File: config.mk
export PLATFORM = sky130hd
export DESIGN_NAME = dcache
export DESIGN_NICKNAME = d
export VERILOG_FILES = /design/src/rtl/dcache_pkg.sv /design/src/rtl/dcache_align.sv /design/src/rtl/dcache.sv
export SDC_FILE = /design/constraint.sdc
export NUM_CORES = 2
export LEC_CHECK = 0
export CAP_MARGIN = 10
export CORE_UTILIZATION = 25
export CTS_CLUSTER_SIZE = 12
export DETAILED_ROUTE_END_ITERATION = 8
export SYNTH_ARGS = -nofsm -noshare
export SYNTH_HDL_FRONTEND = slang
export SYNTH_SLANG_ARGS = --single-unit
File: constraint.sdc
create_clock -name clk -period 29.8 [get_ports clk]
set_clock_uncertainty 0.2 [all_clocks]
set_input_delay 5.96 -clock clk [delete_from_list [all_inputs] [get_ports clk]]
set_output_delay 5.96 -clock clk [all_outputs]
set_load 0.01 [all_outputs]
File: src/rtl/dcache_pkg.sv
// dcache_pkg: shared types and constants for the data cache.
//   state_t        : controller states
//   W_*            : RISC-V funct3 load/store width encodings
//   DC_*           : default geometry and the derived address field widths
package dcache_pkg;

  typedef enum logic [1:0] {
    IDLE     = 2'd0,
    REFILL   = 2'd1,
    WRITE    = 2'd2,
    UNCACHED = 2'd3
  } state_t;

  localparam logic [2:0] W_B  = 3'b000;
  localparam logic [2:0] W_H  = 3'b001;
  localparam logic [2:0] W_W  = 3'b010;
  localparam logic [2:0] W_BU = 3'b100;
  localparam logic [2:0] W_HU = 3'b101;

  localparam int unsigned DC_LINES          = 16;
  localparam int unsigned DC_WORDS_PER_LINE = 4;
  localparam logic [31:0] DC_UNCACHED_BASE  = 32'h0001_0000;

  localparam int unsigned OFFSET_BITS = 2;
  localparam int unsigned LINE_BITS   = $clog2(DC_LINES);
  localparam int unsigned WORD_BITS   = $clog2(DC_WORDS_PER_LINE);
  localparam int unsigned TAG_BITS    = 32 - LINE_BITS - WORD_BITS - OFFSET_BITS;

endpackage

File: src/rtl/dcache_align.sv
// dcache_align: combinational load extraction and store byte merging.
//   word_i   : 32-bit word read from the array or from backing memory
//   offset_i : byte offset addr[1:0]
//   width_i  : funct3 width code
//   wdata_i  : unshifted store data
//   load_o   : selected byte/half/word, sign- or zero-extended
//   merge_o  : word_i with the store bytes replaced
module dcache_align
  import dcache_pkg::*;
(
  input  logic [31:0] word_i,
  input  logic [1:0]  offset_i,
  input  logic [2:0]  width_i,
  input  logic [31:0] wdata_i,
  output logic [31:0] load_o,
  output logic [31:0] merge_o
);

  logic [7:0]  byte_v;
  logic [15:0] half_v;

  always_comb begin
    byte_v = word_i[{offset_i, 3'b000} +: 8];
    half_v = offset_i[1] ? word_i[31:16] : word_i[15:0];
    case (width_i)
      W_B:     load_o = {{24{byte_v[7]}}, byte_v};
      W_BU:    load_o = {24'h0, byte_v};
      W_H:     load_o = {{16{half_v[15]}}, half_v};
      W_HU:    load_o = {16'h0, half_v};
      default: load_o = word_i;
    endcase
  end

  always_comb begin
    merge_o = word_i;
    case (width_i)
      W_B: merge_o[{offset_i, 3'b000} +: 8] = wdata_i[7:0];
      W_H: begin
        if (offset_i[1]) merge_o[31:16] = wdata_i[15:0];
        else             merge_o[15:0]  = wdata_i[15:0];
      end
      default: merge_o = wdata_i;
    endcase
  end

endmodule

File: src/rtl/dcache.sv
// dcache: direct-mapped, write-through, no-write-allocate data cache.
//   clk, rst              : clock, asynchronous active-high reset
//   req_i/we_i/addr_i/wdata_i/width_i : memory-stage access (held while stall_o)
//   rdata_o, stall_o      : load result and pipeline freeze
//   mem_*                 : backing-memory request channel
// Backing-memory handshake: mem_req_o is raised with stable mem_we_o,
// mem_addr_o, mem_width_o and mem_wdata_o and held until a cycle in which
// mem_ready_i is also high; that cycle completes the beat. mem_ready_i with
// mem_req_o low is ignored.
module dcache
  import dcache_pkg::*;
#(
  parameter int unsigned LINES          = DC_LINES,
  parameter int unsigned WORDS_PER_LINE = DC_WORDS_PER_LINE,
  parameter logic [31:0] UNCACHED_BASE  = DC_UNCACHED_BASE
) (
  input  logic        clk,
  input  logic        rst,
  input  logic        req_i,
  input  logic        we_i,
  input  logic [31:0] addr_i,
  input  logic [31:0] wdata_i,
  input  logic [2:0]  width_i,
  output logic [31:0] rdata_o,
  output logic        stall_o,
  output logic        mem_req_o,
  output logic        mem_we_o,
  output logic [31:0] mem_addr_o,
  output logic [31:0] mem_wdata_o,
  output logic [2:0]  mem_width_o,
  input  logic        mem_ready_i,
  input  logic [31:0] mem_rdata_i
);

  localparam int unsigned LB = $clog2(LINES);
  localparam int unsigned WB = $clog2(WORDS_PER_LINE);
  localparam int unsigned TB = 32 - LB - WB - 2;

  logic [TB-1:0] addr_tag;
  logic [LB-1:0] addr_line;
  logic [WB-1:0] addr_word;

  assign addr_word = addr_i[WB+1:2];
  assign addr_line = addr_i[LB+WB+1:WB+2];
  assign addr_tag  = addr_i[31:LB+WB+2];

  state_t        state_q, state_d;
  logic [WB-1:0] cnt_q, cnt_d;
  logic [LINES-1:0] valid_q, valid_d;
  logic [TB-1:0] tag_q [LINES];
  logic [TB-1:0] tag_d [LINES];
  logic [31:0]   data_q [LINES*WORDS_PER_LINE];

  logic          data_we;
  logic [LB+WB-1:0] data_idx;
  logic [31:0]   data_wval;

  logic          hit, cached, is_last;
  logic [31:0]   array_word, align_word, align_load, align_merge;

  assign cached     = (addr_i < UNCACHED_BASE);
  assign hit        = valid_q[addr_line] && (tag_q[addr_line] == addr_tag);
  assign is_last    = (cnt_q == WB'(WORDS_PER_LINE - 1));
  assign array_word = data_q[{addr_line, addr_word}];
  // One aligner serves both the hit path and uncached load returns.
  assign align_word = (state_q == UNCACHED) ? mem_rdata_i : array_word;

  dcache_align u_align (
    .word_i   (align_word),
    .offset_i (addr_i[1:0]),
    .width_i  (width_i),
    .wdata_i  (wdata_i),
    .load_o   (align_load),
    .merge_o  (align_merge)
  );

  // State register and cache metadata.
  always_ff @(posedge clk or posedge rst) begin
    if (rst) begin
      state_q <= IDLE;
      cnt_q   <= '0;
      valid_q <= '0;
      tag_q   <= '{default: '0};
    end else begin
      state_q <= state_d;
      cnt_q   <= cnt_d;
      valid_q <= valid_d;
      tag_q   <= tag_d;
    end
  end

  // Data array: no reset, contents are qualified by valid_q.
  always_ff @(posedge clk) begin
    if (data_we) data_q[data_idx] <= data_wval;
  end

  // Next-state and array update logic.
  always_comb begin
    state_d   = state_q;
    cnt_d     = cnt_q;
    valid_d   = valid_q;
    tag_d     = tag_q;
    data_we   = 1'b0;
    data_idx  = {addr_line, addr_word};
    data_wval = align_merge;
    case (state_q)
      IDLE: begin
        if (req_i) begin
          if (we_i) begin
            state_d = WRITE;
          end else if (!cached) begin
            state_d = UNCACHED;
          end else if (!hit) begin
            state_d = REFILL;
            cnt_d   = '0;
            // Drop the old line now so a partial refill is never seen as valid.
            valid_d[addr_line] = 1'b0;
          end
        end
      end
      REFILL: begin
        if (mem_ready_i) begin
          data_we   = 1'b1;
          data_idx  = {addr_line, cnt_q};
          data_wval = mem_rdata_i;
          cnt_d     = cnt_q + WB'(1);
          if (is_last) begin
            valid_d[addr_line] = 1'b1;
            tag_d[addr_line]   = addr_tag;
            state_d            = IDLE;
          end
        end
      end
      WRITE: begin
        if (mem_ready_i) begin
          // No allocate: only an already-present line is updated.
          data_we = cached && hit;
          state_d = IDLE;
        end
      end
      UNCACHED: begin
        if (mem_ready_i) state_d = IDLE;
      end
      default: state_d = IDLE;
    endcase
  end

  // Output logic.
  always_comb begin
    stall_o     = 1'b0;
    rdata_o     = '0;
    mem_req_o   = 1'b0;
    mem_we_o    = 1'b0;
    mem_addr_o  = '0;
    mem_wdata_o = wdata_i;
    mem_width_o = width_i;
    case (state_q)
      IDLE: begin
        if (req_i) begin
          if (we_i || !cached) stall_o = 1'b1;
          else if (hit)        rdata_o = align_load;
          else                 stall_o = 1'b1;
        end
      end
      REFILL: begin
        stall_o     = 1'b1;
        mem_req_o   = 1'b1;
        mem_width_o = W_W;
        mem_addr_o  = {addr_tag, addr_line, cnt_q, 2'b00};
      end
      WRITE: begin
        stall_o    = !mem_ready_i;
        mem_req_o  = 1'b1;
        mem_we_o   = 1'b1;
        mem_addr_o = addr_i;
      end
      UNCACHED: begin
        stall_o    = !mem_ready_i;
        mem_req_o  = 1'b1;
        mem_addr_o = addr_i;
        if (mem_ready_i) rdata_o = align_load;
      end
      default: ;
    endcase
  end

endmodule
### Word-level counts from Yosys, hierarchy flattened

Memories as Yosys holds them, arrays and structs flattened.
Index checks and enable logic that the tools add are counted.

| storage, ports and cells | value |
|---|---|
| bits in writable memories | 2,048 |
| register bits after elaboration | 404 |
| word-level logic and storage cells | 126 |
| memories | 1 |
| output and inout bits | 102 |

Memory list:

| name | words | width | rd ports | clocked after memory_dff | wr ports | RTL line | source |
|---|---|---|---|---|---|---|---|
| data_q | 64 | 32 | 1 | 0 | 1 | dcache.sv:52 | `logic [31:0] data_q [LINES*WORDS_PER_LINE];` |

| operators by class | value |
|---|---|
| bitwise operators | 4 |
| magnitude comparators | 5 |
| equality and inequality tests | 16 |
| shifts and indexed selects | 3 |
| reduce and logical (&&, ||, !) cells | 16 |
| muxes and demuxes | 60 |
| $add $sub $neg | 2 |

Operator list:

| operator | count |
|---|---|
| 384-bit bitwise mux | 1 |
| 32-bit two-way mux | 7 |
| 32-bit case mux with 2 select lines | 3 |
| 16-bit two-way mux | 9 |
| 32-bit case mux with 4 select lines | 1 |
| 24-bit binary-select mux with 4-bit select | 1 |
| 24-bit demux with 4-bit select | 1 |
| 24-bit two-way mux | 3 |
| 32-bit bitwise mux | 1 |
| 32-bit by 17-bit less-than comparator with 1-bit output (second input constant) | 1 |
| 16-bit case mux with 2 select lines | 1 |
| 8-bit by 7-bit variable shift with 32-bit output (first input constant) | 1 |
| 32-bit by 6-bit indexed part select with 8-bit output | 1 |
| 8-bit by 7-bit indexed part select with 32-bit output | 1 |
| 2-bit two-way mux | 14 |
| 24-bit equality test | 1 |
| 16-bit AND | 1 |
| 16-bit NOT | 1 |
| 16-bit OR | 1 |
| 2-bit inequality test (second input constant) | 6 |
| 1-bit two-way mux | 11 |
| 5-bit negation with 7-bit output | 1 |
| 7-bit AND reduction | 1 |
| 2-bit equality test (second input constant) | 3 |
| 29 further kinds | 34 |

### Longest topological paths before layout

| logic depth | value |
|---|---|
| depth after elaboration | 11 |
| mapped depth | 17 |
| mapped depth without buffers | 10 |

### Modules after synthesis

From an unflattened synthesis, not the netlist that was laid out.

| unflattened totals | value |
|---|---|
| cell total of the unflattened synthesis | 5,138 |
| area total of the unflattened synthesis | 100,518.9 um^2 |

Modules (own cells, without submodules):

| module | times used | cells each | area each (um^2) | sequential area each (um^2) |
|---|---|---|---|---|
| dcache | 1 | 4,849 | 98,807.3 | 71,608.7 |
| dcache_align | 1 | 289 | 1,711.6 | 0.0 |

### Worst setup path before layout

No wires, ideal clock.

| path | value |
|---|---|
| path type | input to output |
| start point | input port addr_i[2] |
| end point | output port rdata_o[5] |
| required time | 23.640 ns |
| stages | 15 |
| data arrival time | 8.954 ns |
| slack | 14.686 ns |
| path through | buf_4 -> buf_6 -> buf_6 -> buf_6 -> buf_6 -> buf_6 -> buf_2 -> buf_4 -> mux4_2 -> a21oi_1 -> o211ai_1 -> a221oi_1 -> a21oi_1 -> a222oi_1 -> a21oi_1 |

| between the ends | value |
|---|---|
| cells in the longest elaborated chain, start to end | 8 |

RTL lines:

| what | RTL line | source |
|---|---|---|
| start: declaration | dcache.sv:21 | `input logic [31:0] addr_i,` |
| memory read 64 x 32 bit | -- |  |
| 32-bit two-way mux | dcache.sv:66 | `assign align_word = (state_q == UNCACHED) ? mem_rdata_i : array_word;` |
| 32-bit by 6-bit indexed part select with 8-bit output / 16-bit two-way mux (equally long branches) | dcache_align.sv:23, dcache_align.sv:24 |  |
| 32-bit case mux with 4 select lines | dcache_align.sv:25 | `case (width_i)` |
| 32-bit two-way mux | dcache.sv:161 | `else if (hit) rdata_o = align_load;` |
| 32-bit two-way mux | dcache.sv:160 | `if (we_i \|\| !cached) stall_o = 1'b1;` |
| 32-bit two-way mux | dcache.sv:159 | `if (req_i) begin` |
| 32-bit case mux with 2 select lines (*) | dcache.sv:157 | `case (state_q)` |
| end: declaration | dcache.sv:24 | `output logic [31:0] rdata_o,` |

Mark *: on every way between the ends. The rest lies on a longest branch, timed or not.

### Final worst setup path

| path | value |
|---|---|
| start point | input port addr_i[4] |
| end point | output port rdata_o[20] |

| between the ends | value |
|---|---|
| cells in the longest elaborated chain, start to end | 10 |

RTL lines:

| what | RTL line |
|---|---|
| branches (longest 9 deep; another with memory read 64 x 32 bit) | -- |
| 32-bit case mux with 2 select lines (*) | dcache.sv:157 |

Mark *: on every way between the ends. The select of a mux whose other input is x is not followed.

==> summary.txt <==
Outcome
  • Outcome: finished, final reports clean

Layout
  • Final core occ: 29.4%
  • Final #Nets: about 5600
  • Share of layout cells above drive strength 1: around 31%
  • Final cell count without fillers: approximately 11000
  • Layout area overhead: 17.0%

Yosys
  • Largest family of logic cells by synthesized area: multiplexers
  • EDFF count, synth: just over 2000
  • Area fraction in compound gates after synthesis: roughly 3.5%
  • Syn Nets: between 5000 and 6000
  • Yosys top cell by area: edfxtp_1
  • Post-synthesis xor/xnor area fraction: 0.174%
  • Mux share of post-synthesis cell area: around a fifth
  • Top-count cell post-synth: edfxtp_1
  • Synth top area cells: edfxtp_1 (61%), mux4_2 (14%), dfrtp_1 (10%)
  • Synth async-reset ratio: between 15 and 20%
  • Synth warnings: 0
  • Synthesized area: just over 0.1 mm2
  • Syn Inst Count: roughly 5100
  • Post-synthesis adder-cell area fraction: less than 1%
  • Top post-synthesis cells by count: edfxtp_1 (2048), mux4_2 (619), dfrtp_1 (404)
  • Synth Register Bits: between 2000 and 2500
  • Post-synthesis area per instance: approximately 20 um2
  • Synth unique cells: 90
  • Simple-gate share of the synthesized area: roughly 2.5%
  • Top_reg_cell synth: edfxtp_1
  • Sequential share of the synthesized area: 71.1%
  • Share of the synthesized area in the top cell type: between 60% and 70%

Critical path
  • Worst stage delay on the critical path: roughly 780 ps
  • Data arrival, critical path: about 12000 ps
  • Top delay family on crit path: buffers and inverters
  • Worst R2R Start: tag_q[195]
  • Setup CP Type: in2out
  • Crit path required time: 23640 ps
  • Critical Path Fanout Max: 52
  • R2r setup slk: between 20000 and 25000 ps
  • R2r worst-path depth: 11
  • Worst path bufs/invs: 6
  • Crit end category: primary output
  • Critical path's slowest cell: buf_4
  • Reg2reg end: data_q[13][25]
  • Critical path startpoint category: input pin
  • Critical Path Most Common Cell: buf_4
  • Cell Chain, Critical Path: buf_8 > buf_4 > inv_8 > buf_4 > mux2_2 > a221oi_1 > a32oi_1 > and3_1 > a31oi_1 > o21a_1 > o2bb2ai_2 > buf_4 > a21oi_1 > clkdlybuf4s50_1

STA
  • Slew Viols, Final: 0
  • Peak Freq: 53.9 MHz
  • Setup violators final: 0
  • Slew @ Worst Pin: around 1500 ps
  • TNS Setup: 0 ps
  • RSZ-0062 raised after global routing: false
  • Final Hold Vio Count: 0
  • Relative slew margins: 2.02%
  • Minimum clock period: roughly 19000 ps
  • Period utilisation layout: 62.3%

GRT
  • GRT Total Usage: 16.0%
  • Largest net degree at the start of global routing: about 190
  • Vias in the first global route: around 56000
  • First-pass GRT wire length: between 400000 and 500000 um
  • GRT overflow: 0
  • Initial antenna violation count: 18

Place
  • Placed wire-length estimate: 198000 um
  • GPL Wtd Cong: about 1.0
  • Port buffer count: ~210
  • Dpl cells: between 10000 and 15000

Clocking
  • Maximum clock path buffer count: 4
  • Root Buffer: clkbuf_16
  • Reg clk slew, reported paths: roughly 50 ps
  • TritonCTS clock tree: built
  • Post CTS Setup Buffer Count: 0
  • Htree depth: 5
  • Clk_lat worst skew: 880 ps
  • Hold_buf cts: 0
  • Clock Sinks: ~2500
  • CTS Buf Count: 268
  • CTS-repair resized insts: 0

Hold path
  • Hold Path Cell Cnt: 2
  • WHS Endpoint: tag_q[261]
  • Worst hold start: tag_q[261]
  • Worst Hold Class: reg2reg

Floorplan
  • Core Area: approximately 0.4 mm2
  • Placement row count: roughly 230
  • Die X: around 640 um
  • Initial Util: 25.2%
  • Full die area: around 0.41 mm2
  • Die height: approximately 640 um
  • IO Count: 206

Pwr
  • Net Sw Frac: 25.1%
  • Static Leak: between 30 and 40 nW
  • Seq pwr share: 49.5%
  • Peak VDD IR: approximately 0.043 mV
  • Internal Power: between 5 and 6 mW
  • NetSw: 1.98 mW
  • Final Power: about 7.9 mW
  • PwrDens: 66.9 mW/mm2
  • Clock power share: 39.1%
  • Comb pwr share: between 10% and 20%

Drt
  • Routed vias/inst: 5.06
  • Total wire length: between 300000 and 400000 um
  • Drt pass-1 iters: 6
  • Routed WL per cell: roughly 31 um
  • DRC Markers: 0
  • Antenna Nets Post-Route: 0
  • Vias: between 50000 and 60000
  • Drt initial violations: roughly 7100

Run
  • Max Cap Violations: 0
## how the worst max path moves through the flow
stage / endpoint / cells after the start / from / slack, ps
2_1_floorplan: async pin / 1 / rst / 12400
3_3_place_gp: rdata_o[6] / 14 / addr_i[2] / 11140
3_5_place_dp: rdata_o[6] / 13 / addr_i[2] / 11200
5_1_grt: rdata_o[1] / 12 / addr_i[2] / 10960
6_report: rdata_o[20] / 14 / addr_i[4] / 11230
4_1_cts: rdata_o[6] / 13 / addr_i[2] / 11200
## power by group through the flow
stage	clock (mW)	sequential, mW	combinational, mW
floorplan	0	3.99	0.433
global placement	0	3.97	0.854
detailed placement	0	3.97	0.873
CTS	3.13	3.90	0.875
global route	3.26	3.90	0.927
finish	3.09	3.90	0.896
## worst register-to-register path: cells and delay by family, from the launching register on
family | cells | cell delay (ps)
buf+inv | 2 | 1120
xor+xnor | 1 | 330
compound gates | 3 | 1120
mux | 2 | 760
simple gates | 3 | 2410
flops | 1 | 380
## cell families after synthesis
group                      after synthesis
DFF                                   2452
AOI/OAI and AO/OA                      513
muxes                                 1215
adders and majority gates               11
buffers and inverters                  423
and+or+nand+nor                        505
xor gates and xnor gates                20
## sequential cells by signal, summed over array words and instances (netlist names), named ones only
name,flops
data_q,2048
tag_q,384
cnt_q,2
state_q,2
## layout make-up
type                       count  area [um2]
sequential                  2452       71600
clock buffer                 345        7130
inverter                      48         195
multi-input combinational   2264       27600
tap                         5265        6590
clock inverter                74         728
fill                       38700      282000
timing repair buffer         445        4000
antenna                        7        17.5
## placed cells by master, fill, tap and decap left out, types with 34 or more instances in the layout
cell	n
clkbuf_16	271
nor3_2	61
mux4_2	619
a22oi_1	66
clkbuf_1	67
buf_4	229
o21ai_0	85
a21oi_1	99
mux2_2	402
nor3_1	34
edfxtp_1	2048
dfrtp_1	404
nand2_1	149
mux2i_1	193
nor2_1	72
clkdlybuf4s50_1	199
inv_1	39
## metrics by stage
step	setup WS (ps)	area (um2)	hold slack, ps
2_1_floorplan	12400	101000	244
3_3_place_gp	11140	110000	257
6_report	11230	118000	277
4_1_cts	11200	118000	278
5_1_grt	10960	118000	310
3_5_place_dp	11200	110000	266
## per-layer routing
| layer | GRT usage [%] | vias to the layer above | wire length (um) | part of all wire (%) |
|---|---|---|---|---|
| li1 | - | 21700 | - | - |
| met1 | 19.9 | 29900 | 126000 | 38 |
| met2 | 26.1 | 2840 | 159000 | 47 |
| met3 | 3.33 | 717 | 27800 | 8.3 |
| met4 | 8.81 | 4 | 22000 | 6.6 |
| met5 | 0 | - | 33 | 0.0099 |
Note: power is estimated with default switching activity, not from simulation.
